### config.mk
export PLATFORM = sky130hd
export DESIGN_NAME = mfp_ahb_uart_tx
export DESIGN_NICKNAME = d
export VERILOG_FILES = /design/src/rtl/mfp_ahb_uart_tx.sv
export SDC_FILE = /design/constraint.sdc
export NUM_CORES = 1
export LEC_CHECK = 0
export BUFFER_PORTS_ARGS = -buffer_cell sky130_fd_sc_hd__buf_2
export CELL_PAD_IN_SITES_DETAIL_PLACEMENT = 1
export CELL_PAD_IN_SITES_GLOBAL_PLACEMENT = 1
export CORE_ASPECT_RATIO = 2
export CORE_MARGIN = 2
export CORE_UTILIZATION = 51
export DETAILED_ROUTE_END_ITERATION = 16
export PLACE_DENSITY_LB_ADDON = 0.1
export SYNTH_ARGS = -nofsm -noshare
export SYNTH_HDL_FRONTEND = slang
export SYNTH_SLANG_ARGS = --single-unit
### constraint.sdc
create_clock -name HCLK -period 4.5 [get_ports HCLK]
set_clock_uncertainty 0.1 [all_clocks]
set_input_delay 0.9 -clock HCLK [delete_from_list [all_inputs] [get_ports HCLK]]
set_output_delay 0.9 -clock HCLK [all_outputs]
set_load 0.02 [all_outputs]
### src/rtl/mfp_ahb_uart_tx.sv
// rtl/mfp_ahb_uart_tx.sv - AHB-Lite UART transmitter with TX FIFO (optional parity: MFP_UART_TX_PARITY_EN)
module mfp_ahb_uart_tx #(
    parameter int CLKS_PER_BIT = 434,
    parameter int FIFO_AW      = 4
) (
    input  logic        HCLK,
    input  logic        HRESETn,
    input  logic        HSEL,
    input  logic [31:0] HADDR,
    input  logic [1:0]  HTRANS,
    input  logic        HWRITE,
    input  logic        HREADY,
    input  logic [31:0] HWDATA,
    output logic [31:0] HRDATA,
    output logic        HREADYOUT,
    output logic        HRESP,
    output logic        UART_TX,
    output logic        TX_BUSY
);
    localparam int                 LP_DEPTH    = 2 ** FIFO_AW;
    localparam logic [15:0]        LP_BIT_LAST = 16'(CLKS_PER_BIT - 1);
    localparam logic [FIFO_AW-1:0] LP_PTR_ONE  = 1;
    localparam logic [FIFO_AW:0]   LP_CNT_ONE  = 1;
    localparam logic [FIFO_AW:0]   LP_CNT_FULL = (FIFO_AW + 1)'(LP_DEPTH);

`ifdef MFP_UART_TX_PARITY_EN
    typedef enum logic [2:0] {S_IDLE, S_START, S_DATA, S_PARITY, S_STOP} state_t;
`else
    typedef enum logic [2:0] {S_IDLE, S_START, S_DATA, S_STOP} state_t;
`endif

    logic                 r_ap_valid;
    logic                 r_ap_write;
    logic [1:0]           r_ap_addr;
    logic [7:0]           r_mem [0:LP_DEPTH-1];
    logic [FIFO_AW-1:0]   r_wptr;
    logic [FIFO_AW-1:0]   r_rptr;
    logic [FIFO_AW:0]     r_count;
    logic                 r_ovf;
    state_t               r_state;
    logic [15:0]          r_cnt;
    logic [2:0]           r_bit_idx;
    logic [7:0]           r_shift;
    logic                 r_tx;
`ifdef MFP_UART_TX_PARITY_EN
    logic                 r_par;
`endif

    logic w_ap_sel;
    logic w_full;
    logic w_empty;
    logic w_active;
    logic w_wr_data;
    logic w_wr_stat;
    logic w_pop;
    logic w_push;
    logic w_unused_ok;

    assign w_ap_sel  = HSEL & HTRANS[1] & HREADY;
    assign w_full    = (r_count == LP_CNT_FULL);
    assign w_empty   = (r_count == '0);
    assign w_active  = (r_state != S_IDLE);
    assign w_wr_data = r_ap_valid & r_ap_write & (r_ap_addr == 2'd0);
    assign w_wr_stat = r_ap_valid & r_ap_write & (r_ap_addr == 2'd1);
    assign w_pop     = (r_state == S_IDLE) & ~w_empty;
    // A pop in the same cycle frees a slot, so a write to a full FIFO still lands.
    assign w_push    = w_wr_data & (~w_full | w_pop);

    assign HREADYOUT   = 1'b1;
    assign HRESP       = 1'b0;
    assign UART_TX     = r_tx;
    assign TX_BUSY     = ~w_empty | w_active;
    assign w_unused_ok = &{1'b0, HADDR[31:4], HADDR[1:0], HTRANS[0], HWDATA[31:8]};

    always_comb begin
        HRDATA = 32'd0;
        if (r_ap_valid && !r_ap_write) begin
            case (r_ap_addr)
                2'd1:    HRDATA = {28'd0, r_ovf, w_active, w_empty, w_full};
                2'd2:    HRDATA = 32'(r_count);
                default: HRDATA = 32'd0;
            endcase
        end
    end

    always_ff @(posedge HCLK) begin
        if (w_push) begin
            r_mem[r_wptr] <= HWDATA[7:0];
        end
    end

    always_ff @(posedge HCLK) begin
        if (!HRESETn) begin
            r_ap_valid <= 1'b0;
            r_ap_write <= 1'b0;
            r_ap_addr  <= 2'd0;
            r_wptr     <= '0;
            r_rptr     <= '0;
            r_count    <= '0;
            r_ovf      <= 1'b0;
        end else begin
            r_ap_valid <= w_ap_sel;
            if (w_ap_sel) begin
                r_ap_write <= HWRITE;
                r_ap_addr  <= HADDR[3:2];
            end
            if (w_push) begin
                r_wptr <= r_wptr + LP_PTR_ONE;
            end
            if (w_pop) begin
                r_rptr <= r_rptr + LP_PTR_ONE;
            end
            if (w_push && !w_pop) begin
                r_count <= r_count + LP_CNT_ONE;
            end else if (!w_push && w_pop) begin
                r_count <= r_count - LP_CNT_ONE;
            end
            if (w_wr_data && w_full && !w_pop) begin
                r_ovf <= 1'b1;
            end else if (w_wr_stat && HWDATA[3]) begin
                r_ovf <= 1'b0;
            end
        end
    end

    // Line output is registered alongside each state change so bit edges line up with the FSM.
    always_ff @(posedge HCLK) begin
        if (!HRESETn) begin
            r_state   <= S_IDLE;
            r_cnt     <= 16'd0;
            r_bit_idx <= 3'd0;
            r_shift   <= 8'd0;
            r_tx      <= 1'b1;
`ifdef MFP_UART_TX_PARITY_EN
            r_par     <= 1'b0;
`endif
        end else begin
            case (r_state)
                S_IDLE: begin
                    r_tx <= 1'b1;
                    if (w_pop) begin
                        r_shift <= r_mem[r_rptr];
`ifdef MFP_UART_TX_PARITY_EN
                        r_par   <= ^r_mem[r_rptr];
`endif
                        r_cnt   <= LP_BIT_LAST;
                        r_tx    <= 1'b0;
                        r_state <= S_START;
                    end
                end
                S_START: begin
                    if (r_cnt == 16'd0) begin
                        r_cnt     <= LP_BIT_LAST;
                        r_bit_idx <= 3'd0;
                        r_tx      <= r_shift[0];
                        r_state   <= S_DATA;
                    end else begin
                        r_cnt <= r_cnt - 16'd1;
                    end
                end
                S_DATA: begin
                    if (r_cnt == 16'd0) begin
                        r_cnt <= LP_BIT_LAST;
                        if (r_bit_idx == 3'd7) begin
`ifdef MFP_UART_TX_PARITY_EN
                            r_tx    <= r_par;
                            r_state <= S_PARITY;
`else
                            r_tx    <= 1'b1;
                            r_state <= S_STOP;
`endif
                        end else begin
                            r_bit_idx <= r_bit_idx + 3'd1;
                            r_shift   <= {1'b0, r_shift[7:1]};
                            r_tx      <= r_shift[1];
                        end
                    end else begin
                        r_cnt <= r_cnt - 16'd1;
                    end
                end
`ifdef MFP_UART_TX_PARITY_EN
                S_PARITY: begin
                    if (r_cnt == 16'd0) begin
                        r_cnt   <= LP_BIT_LAST;
                        r_tx    <= 1'b1;
                        r_state <= S_STOP;
                    end else begin
                        r_cnt <= r_cnt - 16'd1;
                    end
                end
`endif
                S_STOP: begin
                    if (r_cnt == 16'd0) begin
                        r_state <= S_IDLE;
                    end else begin
                        r_cnt <= r_cnt - 16'd1;
                    end
                end
                default: begin
                    r_state <= S_IDLE;
                    r_tx    <= 1'b1;
                end
            endcase
        end
    end
endmodule

==> metrics.cfg <==
[run_status]
status=completed

[yosys]
yosysTopAreaCellShare_pct=48.3
synth-edff-count=128
synth-main-ff-cell=edfxtp_1
synth_area_sq_um=7960
ys_async_sr_fraction_pct=0
yosys_warnings=0
seq_area_frac_synth_pct=61.3
avgSynthCellArea_sq_um=13.7
synth_cell_types=62
synth_top_area_cell=edfxtp_1
synth-seq-cells=180
synth_area_leaders=edfxtp_1 (48%), dfxtp_1 (13%), mux4_2 (9.3%)
syn_inst=581

[placement]
dp_hpwl_um=12500
place_congestion=0.790
io_buffers=22

[cts]
cts_hold_buf=0
cts.reportedPaths.clkPinSlew_ps=70
cts-resized-gates=0
htree_levels=4
cts_tree=built
cts_root_buf=clkbuf_16
cts_buffers=17
clock-sinks=180
clock_latency_ps=420
clockBufferDepth=2
cts_setup_buffers=0

[die]
core_sq_um=15300
fp.dieW_um=92.4
rows=64
die_area_sq_um=16700
initial_core_util_pct=52.1
boundaryPins=107
die_y_um=181

[min_path]
min_delay_worst_endpoint=r_cnt[5]$_SDFFE_PN0P_
hp-class=flip-flop to flip-flop
hold_depth=2
min_from=r_cnt[5]$_SDFFE_PN0P_

[detailed_routing]
dr_total_vias=4748
drc=0
totalWireLength_um=18100
drt-pass1-iter-count=4
via_per_inst=5.85
wl_per_cell_um=22.3
drtAntennaViolNets=0
drt_iter0_drc=174

[sta]
slew_violations=0
worstMarginPinSlew_ps=1120
fin_crit_ps=3200
hold_violations=0
min_period_over_period_pct=71.1
tns_ps=0
rsz0062_at_grt=false
max-slew-margin-rel_pct=25.2
fmax_mhz=312
setup_viol=0

[setup_path]
path_max_fanout=13
worstPathCellList=inv_1 > ha_1 > nor3b_1 > nand3_1 > o31ai_1 > nor3_1 > nor3_1
reg2reg_to=r_cnt[7]$_SDFFE_PN0P_
r2r_start=r_cnt[0]$_SDFFE_PN0P_
crit_type=flip-flop to flip-flop
cp_num_cells=7
crit_required_ps=4730
r2r_slack_ps=1300
ff2ff_path_depth=7
slowest_delay_ps=960
critPathLaunch=r_cnt[0]$_SDFFE_PN0P_
crit_buf_inv=1
crit_path_end_kind=flip-flop
crit_slowest_cell=o31ai_1
crit_family=simple AND/OR/NAND/NOR gates
cpMostUsedCell=nor3_1
crit_arrival_ps=3430
critPathLaunchType=flip-flop

[pwr]
p_leak_nw=3.00
peakVddDrop_mv=0.436
power_density_nw_per_um2=600

[layout]
drive_above_1_share_pct=17.6
antenna_cells=0
fin_util_pct=56.8
syn_to_final_growth_pct=9.11
fin_nets=693

[global_route]
grt_pass1_wl_um=28500
antenna_found_initial=0
grt-ovfl-total=0
grt_max_degree=34
grt_usage_pct=22.9
grt_pass1_vias=5235

[job]
maxCapViolCount=0

## cells by family (layout without fill, tap and decap cells)
group / count (synthesis) / after routing / synth area share (%)
buffers and inverters: 75 / 81 / 5.12
DFF: 180 / 180 / 61.3
adders and majority gates: 21 / 21 / 3.39
other: 2 / 29 / 0.0943
AOI/OAI and AO/OA: 116 / 116 / 9.84
muxes: 40 / 40 / 10.2
xor gates and xnor gates: 15 / 15 / 1.65
and+or+nand+nor: 132 / 132 / 8.36
## final cells by class
| cell class | count | area, sq um |
|---|---|---|
| well taps | 198 | 248 |
| fillers | 1539 | 6610 |
| flip-flops and latches | 180 | 4890 |
| multi-input cells | 353 | 2770 |
| clock inverters | 5 | 26.3 |
| inverters | 17 | 63.8 |
| repair buffers | 32 | 185 |
| clock buffers | 27 | 507 |
## cell usage after synthesis (2+ instances only)
library cell / instances
or2_2: 2
nor3_1: 13
o31ai_1: 2
and3_1: 2
a21oi_1: 40
o21a_1: 5
a211oi_1: 9
or3_1: 2
nor4b_1: 2
a31oi_1: 2
nand2_1: 20
xnor2_1: 5
a22oi_1: 17
inv_1: 16
nor4_1: 6
nor2_1: 51
conb_1: 2
o211a_1: 2
nand3b_1: 2
or4_4: 2
a21o_1: 2
and2_1: 5
ha_1: 20
a311o_1: 2
o221a_2: 2
o21ai_0: 14
xor2_1: 10
edfxtp_1: 128
clkbuf_1: 19
o2111ai_1: 3
nand3_1: 6
nand4_1: 4
o211ai_1: 4
o22ai_1: 3
nand2b_1: 2
mux2i_1: 7
buf_2: 7
dfxtp_1: 52
or4_1: 3
nor2b_1: 4
mux4_2: 33
buf_4: 29
## metal layers
| metal | track usage [%] | part of all wire, % | up-vias |
|---|---|---|---|
| li1 | - | - | 2192 |
| met1 | 23.5 | 35 | 2451 |
| met2 | 44.2 | 60 | 68 |
| met3 | 3.63 | 2.1 | 37 |
| met4 | 10.1 | 3.0 | 0 |
| met5 | 0 | 0 | - |
## metrics by stage
stage / hold WS [ps] / worst slack [ps] / power, mW / instances / instance area, sq um
after floorplan: 346 / 1510 / 3.47 / 608 / 8070
after global placement: 364 / 1410 / 3.80 / 780 / 8160
after detailed placement: 371 / 1390 / 3.88 / 780 / 8160
after CTS: 386 / 1350 / 5.26 / 812 / 8690
after global routing: 410 / 1020 / 5.51 / 812 / 8690
final: 380 / 1300 / 5.22 / 812 / 8690
## worst reg2reg max path: stages, from the launching register on
cell and delay, ps:
dfxtp_1 340, inv_1 70, ha_1 220, nor3b_1 450
nand3_1 540, o31ai_1 960, nor3_1 170, nor3_1 260
## cell usage in the layout, fill, tap and decap left out, types with 13 or more instances in the layout
cell,Yosys,layout
edfxtp_1,128,128
nor2_1,51,51
dfxtp_1,52,50
a21oi_1,40,40
mux4_2,33,33
conb_1,2,29
buf_2,7,22
nand2_1,20,20
ha_1,20,20
clkbuf_16,0,18
a22oi_1,17,17
inv_1,16,16
o21ai_0,14,14
nor3_1,13,13
## sequential cells by signal, indices dropped and copies added, names as in the netlist, 2 cells and up, named ones only
signal and flops:
r_ap_addr 2, r_bit_idx 3, r_cnt 16, r_count 5
r_mem 128, r_rptr 4, r_shift 8, r_state 2
r_wptr 4
## worst max-delay path by stage
| stage | endpoint |
|---|---|
| floorplan | r_count[4]$_SDFFE_PN0P_ |
| global placement | r_count[4]$_SDFFE_PN0P_ |
| detailed placement | r_cnt[7]$_SDFFE_PN0P_ |
| CTS | TX_BUSY |
| global route | r_cnt[7]$_SDFFE_PN0P_ |
| finish | r_cnt[7]$_SDFFE_PN0P_ |
## power breakdown
group	switching (mW)	internal (mW)	total (mW)	leakage, nW
Combinational	1.01	0.723	1.73	1.15
Clock	0.596	0.771	1.37	0.271
Sequential	0.219	1.90	2.12	1.58
Power figures use the tool's default switching activity.
